[config.mk]
export PLATFORM = sky130hd
export DESIGN_NAME = fifo_wr_arbiter
export DESIGN_NICKNAME = d
export VERILOG_FILES = /design/src/rtl/fifo_arb_pkg.sv /design/src/rtl/rr_pick.sv /design/src/rtl/fifo_wr_arbiter.sv
export SDC_FILE = /design/constraint.sdc
export NUM_CORES = 1
export LEC_CHECK = 0
export CORE_UTILIZATION = 40
export CTS_BUF_LIST = sky130_fd_sc_hd__clkbuf_8
export DETAILED_ROUTE_END_ITERATION = 8
export PLACE_DENSITY = 0.87
export SKIP_LAST_GASP = 1
export SLEW_MARGIN = 30
export SYNTH_ARGS = -nofsm -noshare
export SYNTH_HDL_FRONTEND = slang
export SYNTH_SLANG_ARGS = --single-unit
[constraint.sdc]
create_clock -name clk -period 3.77 [get_ports clk]
set_clock_uncertainty 0.05 [all_clocks]
set_input_delay 0.754 -clock clk [delete_from_list [all_inputs] [get_ports clk]]
set_output_delay 0.754 -clock clk [all_outputs]
set_load 0.05 [all_outputs]
[src/rtl/fifo_arb_pkg.sv]
// Shared types and default sizing for the FIFO write-port arbiter.
package fifo_arb_pkg;

  typedef enum logic [0:0] {
    IDLE  = 1'b0,
    BURST = 1'b1
  } arb_state_e;

  localparam int N_REQ_DEF     = 4;
  localparam int DATA_W_DEF    = 8;
  localparam int MAX_BURST_DEF = 4;

endpackage

[src/rtl/rr_pick.sv]
// Round-robin picker: first set request bit at or after ptr, wrapping modulo N_REQ.
module rr_pick #(
  parameter int N_REQ = 4
) (
  input  logic [N_REQ-1:0]         req,
  input  logic [$clog2(N_REQ)-1:0] ptr,
  output logic                     any,
  output logic [$clog2(N_REQ)-1:0] idx
);

  localparam int IDX_W = $clog2(N_REQ);

  logic [IDX_W-1:0] cand;

  // Scan farthest-first so the closest hit to ptr is the last one written.
  always_comb begin
    any  = 1'b0;
    idx  = '0;
    cand = '0;
    for (int k = N_REQ - 1; k >= 0; k--) begin
      cand = ptr + IDX_W'(k);
      if (req[cand]) begin
        any = 1'b1;
        idx = cand;
      end
    end
  end

endmodule

[src/rtl/fifo_wr_arbiter.sv]
// Round-robin arbiter sharing one synchronous FIFO write port among N_REQ
// valid/ready producers, with bounded bursts and full-flag backpressure.
module fifo_wr_arbiter
  import fifo_arb_pkg::*;
#(
  parameter int N_REQ     = N_REQ_DEF,
  parameter int DATA_W    = DATA_W_DEF,
  parameter int MAX_BURST = MAX_BURST_DEF
) (
  input  logic                       clk,
  input  logic                       rst,
  input  logic [N_REQ-1:0]           req_valid,
  input  logic [N_REQ*DATA_W-1:0]    req_data,
  output logic [N_REQ-1:0]           req_ready,
  input  logic                       fifo_full,
  output logic                       fifo_wr_en,
  output logic [DATA_W-1:0]          fifo_data_in,
  output logic                       grant_valid,
  output logic [$clog2(N_REQ)-1:0]   grant_id
);

  localparam int IDX_W = $clog2(N_REQ);
  localparam int CNT_W = $clog2(MAX_BURST) + 1;
  localparam logic [CNT_W-1:0] LAST_BEAT = CNT_W'(MAX_BURST - 1);

  arb_state_e        state;
  logic [IDX_W-1:0]  rr_ptr;
  logic [CNT_W-1:0]  beat_cnt;

  logic              pick_any;
  logic [IDX_W-1:0]  pick_idx;
  logic              in_burst;
  logic              g_valid;
  logic [DATA_W-1:0] g_data;
  logic              beat;
  logic              burst_done;

  rr_pick #(
    .N_REQ (N_REQ)
  ) u_rr_pick (
    .req (req_valid),
    .ptr (rr_ptr),
    .any (pick_any),
    .idx (pick_idx)
  );

  assign in_burst   = (state == BURST);
  assign g_valid    = req_valid[grant_id];
  assign g_data     = req_data[int'(grant_id) * DATA_W +: DATA_W];
  assign beat       = in_burst & g_valid & ~fifo_full;
  // A grant ends on its last counted beat or as soon as the grantee drops valid.
  assign burst_done = in_burst & ((beat & (beat_cnt == LAST_BEAT)) | ~g_valid);

  always_comb begin
    req_ready = '0;
    if (in_burst && !fifo_full) req_ready[grant_id] = 1'b1;
  end

  assign fifo_wr_en   = beat;
  assign fifo_data_in = beat ? g_data : '0;
  assign grant_valid  = in_burst;

  always_ff @(posedge clk or negedge rst) begin
    if (!rst) begin
      state    <= IDLE;
      grant_id <= '0;
      rr_ptr   <= '0;
      beat_cnt <= '0;
    end else begin
      case (state)
        IDLE: begin
          if (pick_any) begin
            state    <= BURST;
            grant_id <= pick_idx;
            beat_cnt <= '0;
          end
        end
        BURST: begin
          if (burst_done) begin
            state    <= IDLE;
            rr_ptr   <= grant_id + 1'b1;
            beat_cnt <= '0;
          end else if (beat) begin
            beat_cnt <= beat_cnt + 1'b1;
          end
        end
        default: state <= IDLE;
      endcase
    end
  end

endmodule

---- After elaboration in Yosys (flattened, before gate mapping) ----
Cells that the tools add are included.
storage, ports and cells
  flip-flop bits (word level) ............. 8
  output and inout bits ................... 16
  logic and storage cells ................. 62
operators by class
  $add $sub $neg .......................... 5
  $lt $le $gt $ge ......................... 6
  eq/ne operators ......................... 3
  shifts and indexed selects .............. 1
  mux-type cells .......................... 29
  bitwise operators ....................... 8
  reductions and logical operators ........ 6
operators with widths
  cell                                                                                  number
  32-bit by 6-bit indexed part select with 8-bit output                                 1
  2-bit by 3-bit < comparator with 1-bit output (second input constant)                 5
  1-bit 2-to-1 mux                                                                      12
  1-bit binary-select mux with 2-bit select                                             5
  3-bit 2-to-1 mux                                                                      3
  2-bit 2-to-1 mux                                                                      4
  8-bit 2-to-1 mux                                                                      1
  3-bit case mux with 2 select lines                                                    1
  2-bit AND reduction                                                                   3
  2-bit by 1-bit adder with 2-bit output (second input constant)                        2
  2-bit adder (second input constant)                                                   2
  1-bit bitwise AND                                                                     4
  4-bit 2-to-1 mux                                                                      1
  3-bit by 1-bit adder with 3-bit output (second input constant)                        1
  3-bit by 2-bit equality test with 1-bit output (second input constant)                1
  3-bit by 1-bit != test with 1-bit output (second input constant)                      1
  1-bit inverter                                                                        3
  1-bit demux with 2-bit select                                                         1
  2-bit by 1-bit greater-or-equal comparator with 1-bit output (second input constant)  1
  1-bit logical AND                                                                     2
  2-bit != test (second input constant)                                                 1
  1-bit case mux with 2 select lines                                                    1
  1-bit zero test                                                                       1
  1-bit bitwise OR                                                                      1

---- Logic depth before layout (Yosys ltp) ----
  word-level depth ........................ 9
  gate-level depth with buffers ........... 5

---- Hierarchy ----
Synthesis repeated with hierarchy kept, for this count alone.
second synthesis, totals
  cells, all modules ...................... 83
  area, all modules ....................... 882.1 um^2
by module, submodules not included
  module           instances  cells each  area an instance (um^2)  sequential area each (um^2)
  fifo_wr_arbiter  1          70          804.5                    200.2
  rr_pick          1          13          77.6                     0.0

---- Worst setup path before layout ----
Ideal clock, no wire load.
  path kind ............................... reg-to-output
  start ................................... register grant_id[0]
  end ..................................... output fifo_data_in[0]
  data arrival time ....................... 1.951 ns
  required time ........................... 2.966 ns
  setup slack ............................. 1.015 ns
  stages on the path, launching flop included .. 4
  buffers on the path ..................... 1
  cells stage by stage .................... dfrtp_1 > buf_2 > mux4_2 > and3_1
on the way
  cells in the longest elaborated chain, start to end .. 5
  elaborated cells between the ends (all ways) .. 6
  those cells by class .................... shift (1); mux (3); bitwise (2)
RTL lines
  element                                                                                        line                   text
  from (decl)                                                                                    fifo_wr_arbiter.sv:19  output logic [$clog2(N_REQ)-1:0] grant_id
  from (signal assigned)                                                                         fifo_wr_arbiter.sv:74  grant_id <= pick_idx;
  branches (longest 4 deep; another with 32-bit by 6-bit indexed part select with 8-bit output)  n/a
  8-bit 2-to-1 mux *                                                                             fifo_wr_arbiter.sv:60  assign fifo_data_in = beat ? g_data : '0;
  to (decl)                                                                                      fifo_wr_arbiter.sv:17  output logic [DATA_W-1:0] fifo_data_in,
Mark *: on every way between the ends. The select of a mux whose other input is x is not followed.

---- Worst setup path in the final report ----
  start ................................... input req_valid[3]
  end ..................................... output fifo_wr_en
on the way
  cells in the longest elaborated chain, start to end .. 4
RTL lines
  element                                    line                   text
  from (decl)                                fifo_wr_arbiter.sv:12  input logic [N_REQ-1:0] req_valid,
  1-bit binary-select mux with 2-bit select  fifo_wr_arbiter.sv:48  assign g_valid = req_valid[grant_id];
  1-bit 2-to-1 mux (not written as such)     fifo_wr_arbiter.sv:48
  1-bit bitwise AND (2 in series)            fifo_wr_arbiter.sv:50  assign beat = in_burst & g_valid & ~fifo_full;
  to (decl)                                  fifo_wr_arbiter.sv:16  output logic fifo_wr_en,
Every way passes these cells. The select of a mux whose other input is x is not followed.

==> metrics.csv <==
metric,value,unit
top cell type's share of synthesized area,23.8,%
io pins,55,
f_max,294,MHz
root buf cell,clkbuf_8,
met1 Usage GRT,20.2,%
Final WS setup,0.368,ns
HPWL Detailed,1960,um
Setup-failing EPs final,0,
GPL Wtd Cong,0.823,
status,completed,
Pwr Total,0.948,mW
startpoint types,primary input,
hold_buf cts,0,
postcts setup bufs,0,
Core Area,0.00198,mm^2
global-route wire length before repair,3150,um
met2 Usage GRT,36.8,%
synth-to-layout area growth,68.9,%
critical path capture point type,output pin,
fraction of layout cells with a size suffix above 1,23.1,%
largest area contributor in the netlist,mux4_2,
Final period util,90.2,%
register bit total from synthesis,8,
"FFs w/ async S/R, synth",100,%
Fin Setup TNS,0,ns
RSZ-0062 raised after global routing,false,
antenna-violating nets left,0,
drt first pass iters,4,
GR Overflow Total,0,
Hold Path Class,reg2reg,
Initial Util,43.0,%
minimum clock period,3.40,ns
"Distinct cells, synth",30,
Syn Area/Cell,10.8,um^2
TritonCTS clock tree,done,
Clock Sinks,8,
met3 Use GR,5.93,%
CTS max path bufs,2,
Iteration-0 DRC Markers,9,
Least-Margin Pin Slew,0.547,ns
synth warn,0,
Worst EP required,2.97,ns
arrival time worst endpoint,2.60,ns
Reg power frac,19.8,%
maxcap violations,0,
Port Buffers,54,
crit path kind,in2out,
hold_ws,0.484,ns
syn nets,124,
global route hottest layer,met2,
Mapped Area,852,um^2
Pint,0.489,mW
clock share of power,11.0,%
Pwr Density,659,mW/mm^2
post-DR vias/cell,5.30,
commonest register cell after synthesis,dfrtp_1,
"Clk pin slew, worst setup/hold paths",0.04,ns
vias in the first global route,769,
Sw Ratio,48.4,%
sequential fraction of the synthesis area,23.5,%
WL final,2370,um
number of flops mapped to enable cells by yosys,0,
pre-CTS setup slack,0.367,ns
TritonCTS Buffers,3,
later-pin clock latency in the skew report,0.23,ns
pin count of the biggest net entering global routing,15,
static leakage,0.661,nW
Final #Nets,181,
drt drc,0,
synth cell count leaders,"9 x and3_1, 9 x mux4_2, 8 x dfrtp_1",
Fin. Hold Viols,0,
Site Rows,16,
Die X-Extent,48.2,um
die area,0.00232,mm^2
"Slew Viols, Final",0,
share of the core filled with cells,72.6,%
"top cells by area, synth","mux4_2 24%, dfrtp_1 23%, ha_1 8.8%",
cts repair resizes,0,
Sw Pwr,0.459,mW
WL/cell,14.7,um
Combinational Power Share,69.3,%
GRT Overall Usage,20.0,%
worst-path fanout max,6,
initial antenna violation count,0,
Die H,48.2,um
cells after synthesis,79,
relative slew slack,63.2,%
H-tree lvl count,1,
VDD IR-drop max,0.407,mV
DR vias,853,
# diodes,0,
-- worst paths after layout --
kind / startpoint / endpoint / slack (ns) / depth (start not counted)
worst max register to register: grant_id[1] / rr_ptr[1] / 1.81 / 4
max in group asynchronous: rst / beat_cnt[0] / 2.64 / 1
min in group asynchronous: rst / grant_valid / 0.76 / 1
worst min-delay path: beat_cnt[1] / beat_cnt[1] / 0.48 / 2
worst min register to register: beat_cnt[1] / beat_cnt[1] / 0.48 / 2
worst max-delay path: req_valid[3] / fifo_wr_en / 0.37 / 5
-- metal layers --
metal	share of wire, %	vias up	routed length (um)
li1	-	405	-
met1	38	401	897
met2	48	43	1140
met3	12	4	289
met4	1.8	0	43
met5	0	-	0
-- state kept, by name (all words and copies together) (netlist names) --
register and flops:
rr_ptr 2, grant_valid 1, grant_id 2, beat_cnt 3
-- power by group through the flow --
| stage | Clock (mW) | Sequential, mW | Combinational [mW] |
|---|---|---|---|
| floorplan | 0 | 0.213 | 0.439 |
| global placement | 0 | 0.184 | 0.646 |
| detailed placement | 0 | 0.188 | 0.662 |
| CTS | 0.106 | 0.187 | 0.664 |
| global route | 0.108 | 0.195 | 0.702 |
| finish | 0.104 | 0.187 | 0.657 |
-- layout by cell type, fill, tap and decap left out --
| master | Yosys | routed |
|---|---|---|
| clkdlybuf4s50_1 | 0 | 42 |
| buf_4 | 0 | 15 |
| mux4_2 | 9 | 9 |
| and3_1 | 9 | 9 |
| dfrtp_1 | 8 | 8 |
| inv_1 | 7 | 7 |
| and2_1 | 6 | 6 |
| ha_1 | 6 | 6 |
| mux2i_1 | 5 | 5 |
| clkbuf_8 | 0 | 3 |
| nand2_1 | 2 | 2 |
| nand2b_1 | 2 | 2 |
| nand4_1 | 2 | 2 |
| nor2b_1 | 1 | 1 |
| inv_2 | 1 | 1 |
| nand3_1 | 1 | 1 |
| nor4_2 | 1 | 1 |
| or2_1 | 1 | 1 |
| nand4b_1 | 1 | 1 |
| a22oi_4 | 1 | 1 |
| a21oi_1 | 1 | 1 |
| o21ai_0 | 1 | 1 |
| o41ai_1 | 1 | 1 |
| a21oi_4 | 1 | 1 |
| nor2_1 | 1 | 1 |
| nor3b_1 | 1 | 1 |
| o2bb2ai_1 | 1 | 1 |
| a211oi_1 | 1 | 1 |
| o21ai_1 | 1 | 1 |
| o31ai_1 | 1 | 1 |
| mux2_1 | 1 | 1 |
-- cell families (layout without fill, tap and decap cells) --
group	Yosys count	after routing	synth area share [%]
AO/OA/AOI/OAI	9	9	9.99
adder cells (fa/ha/maj)	6	6	8.81
buffers and inverters	13	68	6.02
flip-flops	8	8	23.5
multiplexers	15	15	31.0
AND/OR/NAND/NOR	28	28	20.7
-- metrics by stage --
step | std cells | area, um^2
finish | 161 | 1440
detailed placement | 158 | 1400
CTS | 161 | 1440
global route | 161 | 1440
floorplan | 79 | 852
global placement | 158 | 1400
-- final cells by class --
class	count	area, um^2
Sequential cell	8	200
Timing Repair Buffer	57	533
Inverter	8	30.0
Fill cell	142	543
Multi-Input combinational cell	58	601
Tap cell	27	33.8
Clock buffer	3	41.3
-- critical path, cell delays in order --
cell and delay [ns]:
clkdlybuf4s50_1 0.50, mux4_2 0.53, nand2_1 0.08, inv_1 0.03, clkdlybuf4s50_1 0.69
No activity file was read; power rests on OpenSTA's default activity.
